## src/rtl/decipher.sv

```systemverilog
// RC5-style block decryptor: r inverse rounds followed by key un-whitening.
// Reads S[2i] and S[2i+1] through the shared dual-word key port.
// Optional feature macro: DECIPHER_ROT_EN (data-dependent rotations).
module decipher #(
  parameter int unsigned r = 12,
  parameter int unsigned t = 26,
  parameter int unsigned w = 32
) (
  input  logic                 clk,
  input  logic                 rst,
  input  logic                 start,
  input  logic [w-1:0]         A,
  input  logic [w-1:0]         B,
  input  logic [w-1:0]         S_sub_i1,
  input  logic [w-1:0]         S_sub_i2,
  output logic [$clog2(t)-1:0] S_address,
  output logic                 busy,
  output logic                 done,
  output logic [w-1:0]         A_plain,
  output logic [w-1:0]         B_plain
);

  localparam int unsigned t_length = $clog2(t);
  // Counter must hold the value r itself, so size for r+1 values.
  localparam int unsigned r_length = $clog2(r + 1);
`ifdef DECIPHER_ROT_EN
  localparam int unsigned lgw = $clog2(w);

  // Rotate right by the low lgw bits; {x,x} makes a shift of 0 the identity.
  function automatic logic [w-1:0] rotr(input logic [w-1:0] x, input logic [lgw-1:0] n);
    logic [2*w-1:0] d;
    d = {x, x} >> n;
    return d[w-1:0];
  endfunction
`endif

  typedef enum logic [1:0] {IDLE, ROUND, FINAL, DONE} state_t;

  state_t              r_state;
  state_t              w_state_next;
  logic [r_length-1:0] r_i;
  logic [w-1:0]        r_a;
  logic [w-1:0]        r_b;
  logic [w-1:0]        w_diff_a;
  logic [w-1:0]        w_diff_b;
  logic [w-1:0]        w_an;
  logic [w-1:0]        w_bn;
  logic                w_last_round;

  assign w_last_round = (r_i == r_length'(1));

  // One inverse round; in FINAL the same subtractors do the un-whitening (S address is 0).
  assign w_diff_b = r_b - S_sub_i2;
  assign w_diff_a = r_a - S_sub_i1;
`ifdef DECIPHER_ROT_EN
  assign w_bn = rotr(w_diff_b, r_a[lgw-1:0]) ^ r_a;
  assign w_an = rotr(w_diff_a, w_bn[lgw-1:0]) ^ w_bn;
`else
  assign w_bn = w_diff_b ^ r_a;
  assign w_an = w_diff_a ^ w_bn;
`endif

  // State register.
  always_ff @(posedge clk) begin
    if (rst) r_state <= IDLE;
    else     r_state <= w_state_next;
  end

  // Next-state logic; start is honoured only in IDLE.
  always_comb begin
    w_state_next = r_state;
    case (r_state)
      IDLE:    if (start) w_state_next = ROUND;
      ROUND:   if (w_last_round) w_state_next = FINAL;
      FINAL:   w_state_next = DONE;
      DONE:    w_state_next = IDLE;
      default: w_state_next = IDLE;
    endcase
  end

  // Datapath, round counter, key address and registered outputs.
  always_ff @(posedge clk) begin
    if (rst) begin
      r_i       <= '0;
      r_a       <= '0;
      r_b       <= '0;
      S_address <= '0;
      busy      <= 1'b0;
      done      <= 1'b0;
      A_plain   <= '0;
      B_plain   <= '0;
    end else begin
      done <= 1'b0;
      case (r_state)
        IDLE: begin
          if (start) begin
            r_a       <= A;
            r_b       <= B;
            r_i       <= r_length'(r);
            busy      <= 1'b1;
            S_address <= t_length'(2 * r);
          end
        end
        ROUND: begin
          r_a <= w_an;
          r_b <= w_bn;
          r_i <= r_i - r_length'(1);
          if (w_last_round) S_address <= '0;
          else              S_address <= t_length'(2 * (32'(r_i) - 32'd1));
        end
        FINAL: begin
          A_plain <= w_diff_a;
          B_plain <= w_diff_b;
          done    <= 1'b1;
          busy    <= 1'b0;
        end
        DONE: begin
          S_address <= '0;
        end
        default: begin
          S_address <= '0;
        end
      endcase
    end
  end

endmodule

```

## config.mk

```make
export PLATFORM = sky130hd
export DESIGN_NAME = decipher
export DESIGN_NICKNAME = d
export VERILOG_FILES = /design/src/rtl/decipher.sv
export SDC_FILE = /design/constraint.sdc
export NUM_CORES = 1
export LEC_CHECK = 0
export CORE_AREA = 2 2 159 146
export CTS_CLUSTER_SIZE = 25
export DETAILED_ROUTE_END_ITERATION = 8
export DIE_AREA = 0 0 161 148
export PLACE_DENSITY = 0.73
export SLEW_MARGIN = 20
export SYNTH_ARGS = -nofsm -noshare
export SYNTH_HDL_FRONTEND = slang
export SYNTH_SLANG_ARGS = --single-unit
```

## constraint.sdc

```tcl
create_clock -name clk -period 3.1 [get_ports clk]
set_input_delay 0.62 -clock clk [delete_from_list [all_inputs] [get_ports clk]]
set_output_delay 0.62 -clock clk [all_outputs]
set_load 0.01 [all_outputs]
```

==> flow_metrics.env <==
export IMPL_pwr_density_cell_nw_per_um2=1100
export IMPL_yosysUniqueCellTypes=81
export IMPL_hold_end="S_address[3]"
export IMPL_critPathKind="reg -> reg"
export IMPL_grt_remaining_overflow=0
export IMPL_synth_top_family_by_area="compound AO/OA/AOI/OAI gates"
export IMPL_grt_max_degree=52
export IMPL_vdd_drop_max_v=0.000641
export IMPL_rsz0062_at_grt="yes"
export IMPL_timing_reg2reg_worst_path_depth=16
export IMPL_postRouteWirelength_um=38000
export IMPL_cp_data_required_time_ns=3.40
export IMPL_critical_path_peak_fanout=3
export IMPL_ys_warnings_count=0
export IMPL_highest_layer="met4"
export IMPL_max_cap_viol_count=0
export IMPL_fin_hold_ws_ns=0.459
export IMPL_clock_insertion_delay_worst_skew_ns=0.44
export IMPL_clock_buffer_count_from_cts=17
export IMPL_post_route_drc_count=0
export IMPL_worst_clock_skew_ns=0.0156
export IMPL_final_period_minus_worst_setup_slack_ns=3.10
export IMPL_timing_final_hold_violations=0
export IMPL_cts_sink_count=140
export IMPL_yosys_area_share_simple=0.144
export IMPL_postLayoutSetupSlackWorst_ns=-0.00348
export IMPL_syn_area_per_cell_sq_um=8.36
export IMPL_m1WireLength_um=16400
export IMPL_synthAdderAreaFrac=0.0935
export IMPL_rr_endpoint="r_a[16]"
export IMPL_worst_r2r_src="r_a[0]"
export IMPL_ys_top_cells_by_area="sky130_fd_sc_hd__dfxtp_1 29%, sky130_fd_sc_hd__ha_1 8.9%, sky130_fd_sc_hd__mux2i_1 6.8%"
export IMPL_cts_root_buffer_cell="sky130_fd_sc_hd__clkbuf_16"
export IMPL_synth_compound_gate_area_share=0.230
export IMPL_globalplace_congestion=1.00
export IMPL_drt_wirelength_per_cell_um=19.7
export IMPL_first_pass_detailed_route_iteration_total=6
export IMPL_floorplan_io_pins=202
export IMPL_synthFlopType="sky130_fd_sc_hd__dfxtp_1"
export IMPL_synth_commonest_cells="141 x sky130_fd_sc_hd__nor2_1, 140 x sky130_fd_sc_hd__dfxtp_1, 89 x sky130_fd_sc_hd__inv_1, 76 x sky130_fd_sc_hd__a21oi_1, 70 x sky130_fd_sc_hd__ha_1"
export IMPL_fp_dieArea_sq_um=23800
export IMPL_run_status="finished with violations"
export IMPL_detailedPlacementHpwl_um=26300
export IMPL_global_route_wire_length_before_repair_um=54800
export IMPL_via_per_inst=5.69
export IMPL_number_of_antenna_violations_at_the_first_check_in_global_routing=4
export IMPL_asyncSetResetFlopFracSynth=0
export IMPL_synth_top_cell_area_share=0.286
export IMPL_initial_utilization=0.443
export IMPL_drt_iter0_drc=1092
export IMPL_nets=1818
export IMPL_finalSetupTns_ns=-0.00505
export IMPL_cts_tree="yes"
export IMPL_clk_path_buf_depth=2
export IMPL_grt_pass1_vias=10178
export IMPL_postSynthRegisterBits=140
export IMPL_synthMuxAreaShare=0.0684
export IMPL_yosysMostFrequentCell="sky130_fd_sc_hd__nor2_1"
export IMPL_rrSetupSlack_ns=-0.003
export IMPL_power_static_leakage_nw=6.86
export IMPL_syn_area_sq_um=9800
export IMPL_finalSetupViolations=2
export IMPL_fin_total_pwr_mw=17.3
export IMPL_slew_viol_final=0
export IMPL_route_met3_wl_um=3750
export IMPL_timing_hold_worst_class="reg -> reg"
export IMPL_slew_headroom=0.541
export IMPL_hold_start="S_address[3]"
export IMPL_timing_critical_path_arrival_ns=3.41
export IMPL_synth_seq_area_share=0.286
export IMPL_globalRouteTotalUtil=0.293
export IMPL_worst_slew_pin_slew_ns=0.687
export IMPL_place_detailed_instances=1850
export IMPL_failed_checks="negative setup slack"
export IMPL_achievable_frequency_mhz=322
export IMPL_worst_setup_sp_type="flop"
export IMPL_rows=52
export IMPL_synthDominantAreaCellType="sky130_fd_sc_hd__dfxtp_1"
export IMPL_dr_vias=10981
export IMPL_synth_net_count=1376
export IMPL_ant_nets=0
export IMPL_finalCritPeriodShare=1.00
export IMPL_port_buffer_count=200
export IMPL_post_route_cells_drive_above_1_share=0.316
export IMPL_dieHeight_um=148
export IMPL_min_delay_path_depth=2
export IMPL_flow_area_growth_from_synthesis_pct=60.0
export IMPL_area_share_of_xor_xnor_cells_in_the_synthesized_design=0.114
export IMPL_worst_setup_path_end_kind="flop"
export IMPL_cts_htree_levels=4
export IMPL_floorplan_die_width_um=161
export IMPL_hold_buffers=0
export IMPL_core_area_sq_um=22100
export IMPL_wl_met2_um=16800
export IMPL_finish_cell_count_without_fillers=1929
export IMPL_synthCells=1173
export IMPL_synth_edf_count=0
export IMPL_clk_transition_reported_paths_ns=0.07
## per-stage QoR
step,setup slack [ns],instance area (sq um),utilization
finish,-0.00348,15700,0.709
global route,-0.173,15700,0.709
CTS,0.0000926,14900,0.675
detailed placement,-0.818,13800,0.623
global placement,-0.709,13800,0.623
floorplan,-0.0908,9870,-
## cells in the final DEF, fill, tap and decap left out, types with 15 or more instances in the layout
cell type / netlist / final
sky130_fd_sc_hd__a211oi_1: 41 / 37
sky130_fd_sc_hd__a21o_1: 32 / 32
sky130_fd_sc_hd__a21oi_1: 76 / 54
sky130_fd_sc_hd__a21oi_2: 0 / 18
sky130_fd_sc_hd__a22oi_1: 15 / 15
sky130_fd_sc_hd__buf_4: 3 / 269
sky130_fd_sc_hd__clkbuf_16: 0 / 17
sky130_fd_sc_hd__clkdlybuf4s50_1: 0 / 167
sky130_fd_sc_hd__dfxtp_1: 140 / 136
sky130_fd_sc_hd__dlymetal6s2s_1: 0 / 18
sky130_fd_sc_hd__ha_1: 70 / 31
sky130_fd_sc_hd__ha_4: 0 / 34
sky130_fd_sc_hd__inv_1: 89 / 56
sky130_fd_sc_hd__inv_2: 0 / 33
sky130_fd_sc_hd__mux2i_1: 67 / 67
sky130_fd_sc_hd__nand2_1: 61 / 57
sky130_fd_sc_hd__nor2_1: 141 / 134
sky130_fd_sc_hd__nor3_1: 23 / 21
sky130_fd_sc_hd__o21ai_0: 23 / 17
sky130_fd_sc_hd__o22ai_1: 37 / 37
sky130_fd_sc_hd__xnor2_1: 66 / 54
sky130_fd_sc_hd__xnor2_2: 5 / 16
sky130_fd_sc_hd__xor2_1: 49 / 42
## critical path, stage by stage, from the launching register on
cell and delay, ns:
sky130_fd_sc_hd__dfxtp_2 0.33, sky130_fd_sc_hd__inv_2 0.07, sky130_fd_sc_hd__ha_4 0.13, sky130_fd_sc_hd__inv_2 0.04, sky130_fd_sc_hd__fa_2 0.33, sky130_fd_sc_hd__a21o_1 0.21
sky130_fd_sc_hd__a221oi_4 0.37, sky130_fd_sc_hd__a21oi_4 0.12, sky130_fd_sc_hd__o21ai_2 0.17, sky130_fd_sc_hd__buf_4 0.14, sky130_fd_sc_hd__buf_6 0.08, sky130_fd_sc_hd__o21bai_1 0.08
sky130_fd_sc_hd__a21oi_1 0.20, sky130_fd_sc_hd__xnor2_1 0.19, sky130_fd_sc_hd__xor2_1 0.20, sky130_fd_sc_hd__mux2i_1 0.22, sky130_fd_sc_hd__a211oi_1 0.09
## how the worst max path moves through the flow
stage / slack (ns) / to / startpoint / cells past startpoint
after floorplan: -0.09 / r_a[18] / S_sub_i1[0] / 13
after global placement: -0.71 / r_a[18] / S_sub_i1[0] / 14
after detailed placement: -0.82 / r_a[17] / S_sub_i1[1] / 13
after CTS: 0.00009 / r_a[30] / S_sub_i2[15] / 14
after global routing: -0.17 / r_a[16] / r_a[0] / 16
final: -0.003 / r_a[16] / r_a[0] / 16
## flip-flops by register name, indices dropped and copies added (netlist names)
signal,flops
busy,1
S_address,4
done,1
A_plain,32
B_plain,32
r_i,4
r_state,2
r_a,32
r_b,32
## logic make-up after synthesis
family / count (synthesis)
AO/OA/AOI/OAI: 317
XOR/XNOR: 121
adder cells (fa/ha/maj): 72
buffers and inverters: 148
flip-flops: 140
multiplexers: 67
other: 1
AND/OR/NAND/NOR: 307
## per-layer routing
metal / global-route usage / up-vias
met5: 0 / -
met4: 0.100 / 0
met3: 0.0595 / 96
met2: 0.437 / 632
met1: 0.420 / 5203
li1: - / 5050
## power by group
| group | leakage (nW) | switching [mW] | internal (mW) | total (mW) |
|---|---|---|---|---|
| logic | 5.43 | 6.08 | 6.10 | 12.2 |
| registers | 1.15 | 0.647 | 2.42 | 3.07 |
| clock network | 0.285 | 0.908 | 1.16 | 2.07 |
| total | 6.86 | 7.64 | 9.69 | 17.3 |
## timing repair
| item | in CTS | in global routing |
|---|---|---|
| pin swaps | 73 | 80 |
| resized for setup | 99 | 134 |
| setup endpoints to repair | 58 | 44 |
| buffers inserted | 23 | 22 |
## layout make-up
cell class	count	area [sq um]
Antenna cell	4	10.0
Clock buffer	19	453
Clock inverter	13	130
Fill cell	1609	6440
Inverter	89	334
Multi-Input combinational cell	885	7380
Sequential cell	140	2810
Tap cell	297	372
Timing Repair Buffer	482	4200
(Power assumes the default switching activity.)
